<file path="config.mk">
export PLATFORM = sky130hd
export DESIGN_NAME = uart_block_assembler
export DESIGN_NICKNAME = d
export VERILOG_FILES = /design/src/rtl/uart_block_pkg.sv /design/src/rtl/uart_gap_timer.sv /design/src/rtl/uart_block_assembler.sv
export SDC_FILE = /design/constraint.sdc
export NUM_CORES = 1
export LEC_CHECK = 0
export ABC_AREA = 0
export CAP_MARGIN = 15
export CORE_ASPECT_RATIO = 1.1
export CORE_MARGIN = 4
export CORE_UTILIZATION = 48
export CTS_CLUSTER_DIAMETER = 120
export CTS_CLUSTER_SIZE = 40
export DETAILED_ROUTE_END_ITERATION = 12
export PLACE_DENSITY = 0.85
export SETUP_SLACK_MARGIN = 0.2
export SYNTH_ARGS = -nofsm -noshare
export SYNTH_HDL_FRONTEND = slang
export SYNTH_SLANG_ARGS = --single-unit
</file>
<file path="constraint.sdc">
create_clock -name clk -period 2.8 [get_ports clk]
set_clock_uncertainty 0.1 [all_clocks]
set_input_delay 0.56 -clock clk [delete_from_list [all_inputs] [get_ports clk]]
set_output_delay 0.56 -clock clk [all_outputs]
set_load 0.05 [all_outputs]
</file>
<file path="src/rtl/uart_block_pkg.sv">
// Shared definitions for the UART block framing path (assembler and serializer).
package uart_block_pkg;

  typedef enum logic [1:0] {
    ASM_IDLE,
    ASM_COLLECT,
    ASM_HOLD
  } asm_state_t;

  localparam int unsigned BLOCK_BYTES = 16;
  localparam int unsigned BLOCK_BITS  = 128;

endpackage : uart_block_pkg

</file>
<file path="src/rtl/uart_gap_timer.sv">
// Inter-byte gap timer: counts idle cycles while enabled and flags the
// terminal-count cycle so a stalled partial block can be discarded.
module uart_gap_timer #(
  parameter int unsigned GAP_CYCLES = 34720
) (
  input  logic clk,
  input  logic rst_n,
  input  logic clear,
  input  logic enable,
  output logic expired
);

  localparam int unsigned CNT_W = $clog2(GAP_CYCLES + 1);
  localparam logic [CNT_W-1:0] TERM = CNT_W'(GAP_CYCLES - 1);

  logic [CNT_W-1:0] cnt;

  // Count idle cycles; a byte or a disabled timer restarts from zero, and the
  // count saturates at terminal so it never wraps into a false second expiry.
  always_ff @(posedge clk or negedge rst_n) begin
    if (!rst_n) begin
      cnt <= '0;
    end else if (clear || !enable) begin
      cnt <= '0;
    end else if (cnt != TERM) begin
      cnt <= cnt + 1'b1;
    end
  end

  // A byte arriving on the terminal cycle wins over the expiry.
  assign expired = enable && !clear && (cnt == TERM);

endmodule : uart_gap_timer

</file>
<file path="src/rtl/uart_block_assembler.sv">
// Receive-side framer: packs UART bytes MSB-first into 128-bit blocks, holds
// each finished block on a valid/ready handshake, and drops stalled partial
// blocks after an inter-byte gap timeout.
module uart_block_assembler
  import uart_block_pkg::*;
#(
  parameter int unsigned CLK_FREQ  = 100_000_000,
  parameter int unsigned BAUD_RATE = 115200,
  parameter int unsigned GAP_BYTES = 4
) (
  input  logic                  clk,
  input  logic                  rst_n,
  input  logic [7:0]            rx_data,
  input  logic                  rx_valid,
  output logic [BLOCK_BITS-1:0] block_data,
  output logic                  block_valid,
  input  logic                  block_ready,
  output logic                  timeout_err,
  output logic                  overrun_err,
  output logic [4:0]            byte_count
);

  // Idle byte-times are 10 bit periods (start + 8 data + stop).
  localparam int unsigned GAP_CYCLES = (CLK_FREQ / BAUD_RATE) * 10 * GAP_BYTES;
  localparam logic [4:0]  LAST_COUNT = 5'(BLOCK_BYTES - 1);

  asm_state_t state;
  logic       gap_enable;
  logic       gap_expired;

  // The gap timer only runs while a partial block is being collected.
  assign gap_enable = (state == ASM_COLLECT);

  uart_gap_timer #(
    .GAP_CYCLES(GAP_CYCLES)
  ) u_gap_timer (
    .clk    (clk),
    .rst_n  (rst_n),
    .clear  (rx_valid),
    .enable (gap_enable),
    .expired(gap_expired)
  );

  // Framing FSM; block_data doubles as the shift buffer so it is stable in hold.
  always_ff @(posedge clk or negedge rst_n) begin
    if (!rst_n) begin
      state       <= ASM_IDLE;
      block_data  <= '0;
      block_valid <= 1'b0;
      byte_count  <= '0;
      timeout_err <= 1'b0;
      overrun_err <= 1'b0;
    end else begin
      timeout_err <= 1'b0;
      overrun_err <= 1'b0;
      case (state)
        ASM_IDLE: begin
          if (rx_valid) begin
            block_data <= {{(BLOCK_BITS-8){1'b0}}, rx_data};
            byte_count <= 5'd1;
            state      <= ASM_COLLECT;
          end
        end
        ASM_COLLECT: begin
          if (rx_valid) begin
            block_data <= {block_data[BLOCK_BITS-9:0], rx_data};
            byte_count <= byte_count + 5'd1;
            if (byte_count == LAST_COUNT) begin
              block_valid <= 1'b1;
              state       <= ASM_HOLD;
            end
          end else if (gap_expired) begin
            block_data  <= '0;
            byte_count  <= '0;
            timeout_err <= 1'b1;
            state       <= ASM_IDLE;
          end
        end
        ASM_HOLD: begin
          if (block_ready) begin
            block_valid <= 1'b0;
            if (rx_valid) begin
              // Byte arriving on the accept cycle opens the next block.
              block_data <= {{(BLOCK_BITS-8){1'b0}}, rx_data};
              byte_count <= 5'd1;
              state      <= ASM_COLLECT;
            end else begin
              byte_count <= '0;
              state      <= ASM_IDLE;
            end
          end else if (rx_valid) begin
            overrun_err <= 1'b1;
          end
        end
        default: begin
          state <= ASM_IDLE;
        end
      endcase
    end
  end

endmodule : uart_block_assembler

</file>
# Word level (Yosys, flattened, before mapping)

Cells that the tools add are included.

Bits in registers: 154
ROM bits: 0
Bits in writable memories: 0
Latch bits: 0
Memories kept: 0
Input bits: 12

Reductions and logical operators: 13
Add/sub/neg operators: 2
Muxes and demuxes: 30
Equal/unequal tests: 11
Magnitude comparators: 0
Multiply operators: 0
Bitwise gates (word level): 0
Shift operators: 0
Divide/modulo/power cells: 0

Operators by type and width:

| kind                                                             | count |
|---|---|
| 128-bit 2-to-1 mux                                               | 4 |
| 128-bit case mux with 3 select lines                             | 1 |
| 16-bit 2-to-1 mux                                                | 2 |
| 5-bit 2-to-1 mux                                                 | 4 |
| 16-bit by 1-bit adder with 16-bit output (second input constant) | 1 |
| 16-bit == test (second input constant)                           | 1 |
| 16-bit != test (second input constant)                           | 1 |
| 5-bit case mux with 3 select lines                               | 1 |
| 4-bit AND reduction                                              | 3 |
| 1-bit 2-to-1 mux                                                 | 11 |
| 2-bit 2-to-1 mux                                                 | 5 |
| 2-bit != test (second input constant)                            | 4 |
| 3-bit != test (second input constant)                            | 2 |
| 2-bit case mux with 3 select lines                               | 1 |
| 5-bit by 1-bit adder with 5-bit output (second input constant)   | 1 |
| 5-bit by 4-bit == test with 1-bit output (second input constant) | 1 |
| 2-bit nonzero test                                               | 2 |
| 3-bit AND reduction                                              | 1 |
| 3-bit nonzero test                                               | 1 |
| 2-bit by 1-bit == test with 1-bit output (second input constant) | 1 |
| 2-bit == test (second input constant)                            | 1 |
| 1-bit logical AND                                                | 2 |
| 1-bit zero test                                                  | 2 |
| 2-bit zero test                                                  | 1 |
| 2 further kinds                                                  | 2 |

# Logic depth before layout (Yosys ltp)

Gate-level depths: netlist (run 1).

Depth after elaboration: 6
Depth in mapped cells: 9
Mapped depth without buffers: 7

# Hierarchy

From an unflattened synthesis (run 1), not the netlist that was laid out.

Cells, all modules: 690
Area, all modules: 6,520.0 um^2

Modules (own cells, without submodules):

| module               | instances | area each (um^2) | cells an instance |
|---|---|---|---|
| uart_block_assembler | 1         | 5,672.9          | 603 |
| uart_gap_timer       | 1         | 847.1            | 87 |

# Worst setup path after synthesis (run 1)

Ideal clock, no wire load.

Path type: reg2reg
From: reg u_gap_timer.cnt[0]
To: reg byte_count[0]
Stages on the path, launching flop included: 7
Path slack: 791 ps
Arrival time: 1,785 ps
Setup time: 125 ps
Buffers on the path: 1
Cells stage by stage: dfrtp_1 -> ha_1 -> and4_1 -> buf_2 -> and4_1 -> o21ai_1 -> mux2_2

Word-level cells in the longest chain between the ends: 4

RTL lines:

| item                                 | line                       | source |
|---|---|---|
| from (decl)                          | uart_gap_timer.sv:16       | `logic [CNT_W-1:0] cnt;` |
| from (signal assigned)               | uart_gap_timer.sv:26       | `cnt <= cnt + 1'b1;` |
| 16-bit == test                       | uart_gap_timer.sv:31       | `assign expired = enable && !clear && (cnt == TERM);` |
| 1-bit logical AND                    | uart_gap_timer.sv:31       |  |
| 3-bit != test (no source line)       | --                         |  |
| 4-bit AND reduction (no source line) | --                         |  |
| to (signal assigned)                 | uart_block_assembler.sv:67 | `byte_count <= byte_count + 5'd1;` |
| to (decl)                            | uart_block_assembler.sv:20 | `output logic [4:0] byte_count` |

No other way between the ends.
A chain may end at the register's enable or synchronous reset.

# Worst setup path after layout (run 1)

From: reg byte_count[1]
To: out byte_count[1]

No word-level cell between the ends.

==> metrics.csv, run 1 <==
stage;metric;value;unit
status;status;finished, violations left;
status;violations;negative hold slack;
sta;relSlewSlack;56.79;%
critical_path;cp-startpoint;byte_count[1];
route;wire_per_inst;20.41;um
sta;worst_pin_slew;645.7;ps
critical_path;cp-start-kind;flop;
pwr;power_switching;2440;uW
critical_path;crit_end;byte_count[1];
yosys;synth_top_area_share;64.13;%
place;io_buffers;147;
critical_path;cp.depth;1;
yosys;synthTopCellsByArea;dfrtp_1 64%, a22o_1 19%, buf_6 2.4%, ha_1 1.5%, nand2_1 1.1%;
grt;grtUsageTotal;21.80;%
critical_path;critical_path_class;flop to primary output;
yosys;synth-seq-cells;154;
place;hpwl;10140;um
route;drt_iter0_markers;444;
clocking;holdBufCountCts;0;
yosys;ys_async_sr_fraction;100.0;%
yosys;synthDistinctLibCells;42;
route;via_count;4496;
clocking;cts_buffers;17;
floorplan;core-area;12140;um^2
grt;antenna_found_initial;0;
cells_and_area;fin_nets;602;
sta;slew_viol_final;0;
cells_and_area;fillers;831;
sta;setup_viol;0;
critical_path;r2r_cells;6;
place;gp_congestion;0.8132;
critical_path;crit_arrival;1690;ps
route;viasPerCell;5.995;
sta;finalHoldViolCount;3;
clocking;tritoncts;done;
yosys;ys_dominant_reg_cell;dfrtp_1;
sta;grt_setup_unrepaired;no;
grt;grt_pass1_wl;24660;um
cells_and_area;layout_commonest_cell;dfrtp_1;
yosys;syn_nets;459;
clocking;cts_sinks;154;
grt;grt_pass1_vias;4446;
floorplan;die_height;125.4;um
yosys;netlist_instances;440;
pwr;p_clk_share;34.7;%
yosys;yosys_warnings;0;
route;firstDrtPassIters;7;
sta;setup_ws;450.6;ps
critical_path;crit_required;2140;ps
pwr;pwr-share-comb;27.2;%
clocking;cts_setup_buffers;0;
clocking;clock_latency;420;ps
sta;period_minus_slack;2349;ps
yosys;yosysTopAreaCell;dfrtp_1;
floorplan;die_width;114.7;um
critical_path;slowest_stage;clkdlybuf4s50_1;
cells_and_area;area_growth;36.77;%
yosys;avgSynthCellArea;13.66;um^2
yosys;synth_edf_count;0;
pwr;leakagePower;0.003691;uW
clocking;htree_levels;4;
cells_and_area;diodes;0;
pwr;internal_power;4373;uW
critical_path;crit_path_max_fanout;5;
floorplan;floorplan.rows;42;
route;drt_wl_total;15310;um
floorplan;die_area;14380;um^2
clocking;path_clk_slew;70;ps
critical_path;cp_cell_sequence;clkdlybuf4s50_1;
critical_path;r2r_end;block_data[108];
sta;fmax;0.4256;GHz
flow_run;maxCapViolCount;0;
clocking;cts_resized;0;
critical_path;cp_num_buf_inv;1;
pwr;netSwitchingFraction;35.81;%
clocking;clk_path_buf_depth;2;
place;post-place-ws;319.6;ps
yosys;synth_area;6010;um^2
pwr;peakVddDrop;0.6996;mV
critical_path;ff2ff_setup_slack;480;ps
pwr;p_seq_share;38.0;%
cells_and_area;fin_cells;750;
critical_path;cpPeakStageDelay;840;ps
place;dp.cells;718;
sta;hold_ws;-10.34;ps
critical_path;endpoint_kind;primary output;
floorplan;start_util;49.51;%
cells_and_area;layout-drive-gt1-share;8.389;%
cells_and_area;multiInputGateArea;1923;um^2
critical_path;crit_family;buffers and inverters;
hold_path;min_path_type;input port to async pin;
cells_and_area;regArea;3854;um^2
yosys;synth_seq_area_share;64.13;%
route;drcViolationCount;0;
cells_and_area;layout_common_cells;154 x dfrtp_1, 146 x clkdlybuf4s50_1, 130 x a22o_1;
critical_path;r2r-start;u_gap_timer.cnt[0];
floorplan;io_pins;148;
sta;finalCritPeriodShare;83.91;%
sta;tns;0;ps
grt;grt_overflow_total;0;
grt;grt_start_max_net_pins;100;
route;drtAntennaViolNets;0;
pwr;power_density;828.9;nW/um^2
clocking;root_buffer;clkbuf_16;
## metal layers
metal | part of all wire (%) | global-route usage [%]
met2 | 51 | 35.49
met3 | 6.6 | 5.848
met4 | 2.1 | 6.150
met5 | 0 | 0
met1 | 40 | 28.84
## state kept, by name, summed over array words and instances, names as in the netlist
register	flops
timeout_err	1
overrun_err	1
block_valid	1
block_data	128
byte_count	5
u_gap_timer.cnt	16
state	2
## cell families (layout without fill, tap and decap cells)
kind of cell,Yosys count,after routing,share of synthesized area [%]
adders and majority gates,7,7,1.457
AOI/OAI and AO/OA,157,157,21.82
xor gates and xnor gates,9,9,1.312
DFF,154,154,64.13
and+or+nand+nor,73,73,6.808
muxes,2,2,0.3539
buffers and inverters,38,194,4.122
## per-stage QoR
step / hold WS (ps) / area, um^2 / total power, uW / util (%)
floorplan: 164.4 / 6010 / 3924 / -
global placement: 381.9 / 7602 / 4420 / 62.63
detailed placement: 389.8 / 7602 / 4470 / 62.63
CTS: 13.90 / 8219 / 6839 / 67.71
global route: 23.59 / 8219 / 7087 / 67.71
finish: -10.34 / 8219 / 6813 / 67.71
## power by group through the flow
stage	clock, uW	sequential (uW)	combinational, uW
after detailed placement	0	2620	1850
after floorplan	0	3120	802
after CTS	2390	2590	1860
after global routing	2490	2610	1980
after global placement	0	2610	1810
final	2370	2590	1860
## cells in the mapped netlist, types with 2 or more instances
master       n
a21oi_1      8
a22o_1     130
a31oi_1      2
a41oi_1      2
and2_1       2
and3_1       2
and4_1       3
buf_1        3
buf_2        3
buf_6       13
clkbuf_1    14
dfrtp_1    154
ha_1         7
inv_1        4
nand2_1     17
nand2b_1     4
nand3_1      7
nand4_1      6
nor2_1      16
nor2b_1      4
nor3_1       3
nor4_1       3
o211ai_1     2
o21ai_0      5
o2bb2ai_1    2
xnor2_1      6
xor2_1       3
## area by class of cell
cell class              count  share of cell area [%]
flip-flops and latches    154                   46.89
multi-input cells         248                   23.40
repair buffers            158                   19.68
clock buffers              19                   5.389
well taps                 154                   2.344
clock inverters            13                   2.116
inverters                   4                  0.1827
## worst min path at each step
stage          depth (start not counted)  slack, ps              end
3_3_place_gp                           1        380  block_data[120]
2_1_floorplan                          0        160    block_data[0]
6_report                               1        -10   block_data[76]
4_1_cts                                1         10   block_data[76]
3_5_place_dp                           1        390  block_data[120]
5_1_grt                                1         20   block_data[76]
No activity file was read; power rests on OpenSTA's default activity.
==> inputs of run 2 (changes only) <==
clock period = 2.45 ns   (was 2.8 ns; I/O delays follow)
==> run 2 against run 1 <==
- the flow now finishes without violations
- clock power increased by 12%
- global-route usage about the same
- cell area is 1.6% higher
- combinational power grew 12%
- clock-buffer cell count increased by 3
- core utilization up 1.1 points
- non-clock buffer count is 2 higher
- largest cell class unchanged
==> metrics.csv, run 2 (synthesized netlist as in run 1, its figures left out) <==
stage;metric;value;unit
floorplan;start_util;49.51;%
cells_and_area;largest_reg_flops;128;
floorplan;core-area;12140;um^2
critical_path;crit_required;1860;ps
grt;grt_overflow_total;0;
clocking;clock_latency;420;ps
grt;grtUsageTotal;21.75;%
route;via_count;4550;
sta;period_minus_slack;2235;ps
cells_and_area;biggestRegsByFlops;block_data: 128 flops, u_gap_timer.cnt: 16 flops, byte_count: 5 flops;
clocking;root_buffer;clkbuf_16;
floorplan;io_pins;148;
grt;grt_start_max_net_pins;121;
critical_path;crit_path_max_fanout;3;
clocking;cts_setup_buffers;0;
clocking;htree_levels;4;
clocking;cts_sinks;154;
cells_and_area;top_register;block_data;
sta;setup_viol;0;
cells_and_area;area_growth;39.02;%
sta;finalCritPeriodShare;91.22;%
cells_and_area;diodes;0;
clocking;path_clk_slew;60;ps
grt;grt_pass1_wl;24380;um
pwr;power_density;920.9;nW/um^2
clocking;clk_path_buf_depth;2;
cells_and_area;fillers;821;
route;drt_wl_total;15820;um
floorplan;floorplan.rows;42;
critical_path;cp-start-kind;flop;
route;drtAntennaViolNets;0;
clocking;tritoncts;done;
cells_and_area;layout_commonest_cell;dfrtp_1;
place;post-place-ws;51.54;ps
cells_and_area;fin_nets;604;
hold_path;min_path_type;flop to flop;
critical_path;crit_arrival;1640;ps
route;viasPerCell;6.051;
status;status;complete, no violations;
pwr;leakagePower;0.005048;uW
hold_path;min_path_cells;1;
route;wire_per_inst;21.03;um
place;hpwl;9923;um
critical_path;r2r_cells;6;
grt;antenna_found_initial;0;
sta;slew_viol_final;0;
critical_path;critical_path_class;flop to primary output;
floorplan;die_width;114.7;um
route;firstDrtPassIters;5;
cells_and_area;fin_cells;752;
cells_and_area;layout_common_cells;154 x dfrtp_1, 130 x a22o_1, 64 x dlymetal6s2s_1;
sta;finalHoldViolCount;0;
route;drt_iter0_markers;498;
critical_path;slowest_stage;clkdlybuf4s50_1;
route;drcViolationCount;0;
grt;grt_pass1_vias;4534;
critical_path;cpPeakStageDelay;830;ps
sta;relSlewSlack;57.80;%
critical_path;cp.depth;1;
place;gp_congestion;0.8863;
sta;fmax;0.4475;GHz
clocking;cts_buffers;17;
sta;grt_setup_unrepaired;no;
critical_path;cp_num_buf_inv;1;
cells_and_area;layout-drive-gt1-share;8.863;%
place;io_buffers;147;
sta;worst_pin_slew;630.6;ps
critical_path;endpoint_kind;primary output;
floorplan;die_height;125.4;um
sta;tns;0;ps
critical_path;crit_family;buffers and inverters;
flow_run;maxCapViolCount;0;
place;dp.cells;718;
sta;setup_ws;215.2;ps
critical_path;cp_cell_sequence;clkdlybuf4s50_1;
pwr;peakVddDrop;0.9294;mV
floorplan;die_area;14380;um^2
run 2: cell count changes in the layout (fill, tap and decap cells not counted), sizes merged:
cell	delta
dlymetal6s2s	+64
dlygate4sd2	+51
clkinvlp	+1
clkbuf	+4
inv	-5
clkinv	+1
clkdlybuf4s50	-115
dlygate4sd3	+1
run 2: final timing paths:
| check | slack, ps | startpoint | to |
|---|---|---|---|
| max in group asynchronous | 1100 | rst_n | block_data[123] |
| hold / removal | 410 | block_data[123] | block_data[123] |
| setup reg to reg | 260 | u_gap_timer.cnt[0] | block_data[57] |
| hold reg to reg | 410 | block_data[123] | block_data[123] |
| min in group asynchronous | 470 | rst_n | block_data[80] |
| setup / recovery | 220 | block_data[89] | block_data[89] |
run 2: power by group:
group	switching (uW)	total, uW	internal (uW)
Sequential	200	2940	2740
Clock	1030	2660	1630
Combinational	1460	2090	631
run 2: metal layers:
layer  wire length [um]  vias to the layer above  track usage, %
li1                   -                     1979               -
met1               6132                     2321           26.95
met2               8044                      219           35.63
met3               1190                       31           6.332
met4                449                        0           8.945
met5                  0                        -               0
run 2: final cells by class:
class / instances / area [um^2] / share of cell area [%]
repair buffers: 160 / 1752 / 20.97
clock inverters: 10 / 128.9 / 1.543
clock buffers: 22 / 484.2 / 5.796
well taps: 154 / 192.7 / 2.306
multi-input cells: 248 / 1928 / 23.08
inverters: 4 / 15.01 / 0.1797
flip-flops and latches: 154 / 3854 / 46.13
run 2: through the flow:
| step | hold slack, ps | instance area, um^2 | utilization (%) | total power (uW) |
|---|---|---|---|---|
| 6_report | 409.2 | 8354 | 68.82 | 7694 |
| 5_1_grt | 434.7 | 8354 | 68.82 | 8001 |
| 4_1_cts | 408.8 | 8163 | 67.24 | 7693 |
| 3_5_place_dp | 366.9 | 7602 | 62.63 | 5066 |
| 3_3_place_gp | 361.8 | 7602 | 62.63 | 5024 |
| 2_1_floorplan | 94.41 | 6010 | - | 4485 |
run 2: timing repair:
action                                  4_1_cts  5_1_grt
resized for setup                            52       71
pin swaps                                     0        1
gates cloned                                  0        1
hold buffers                                  1        0
endpoints found under the hold margin        48        0
endpoints found under the setup margin       57      169
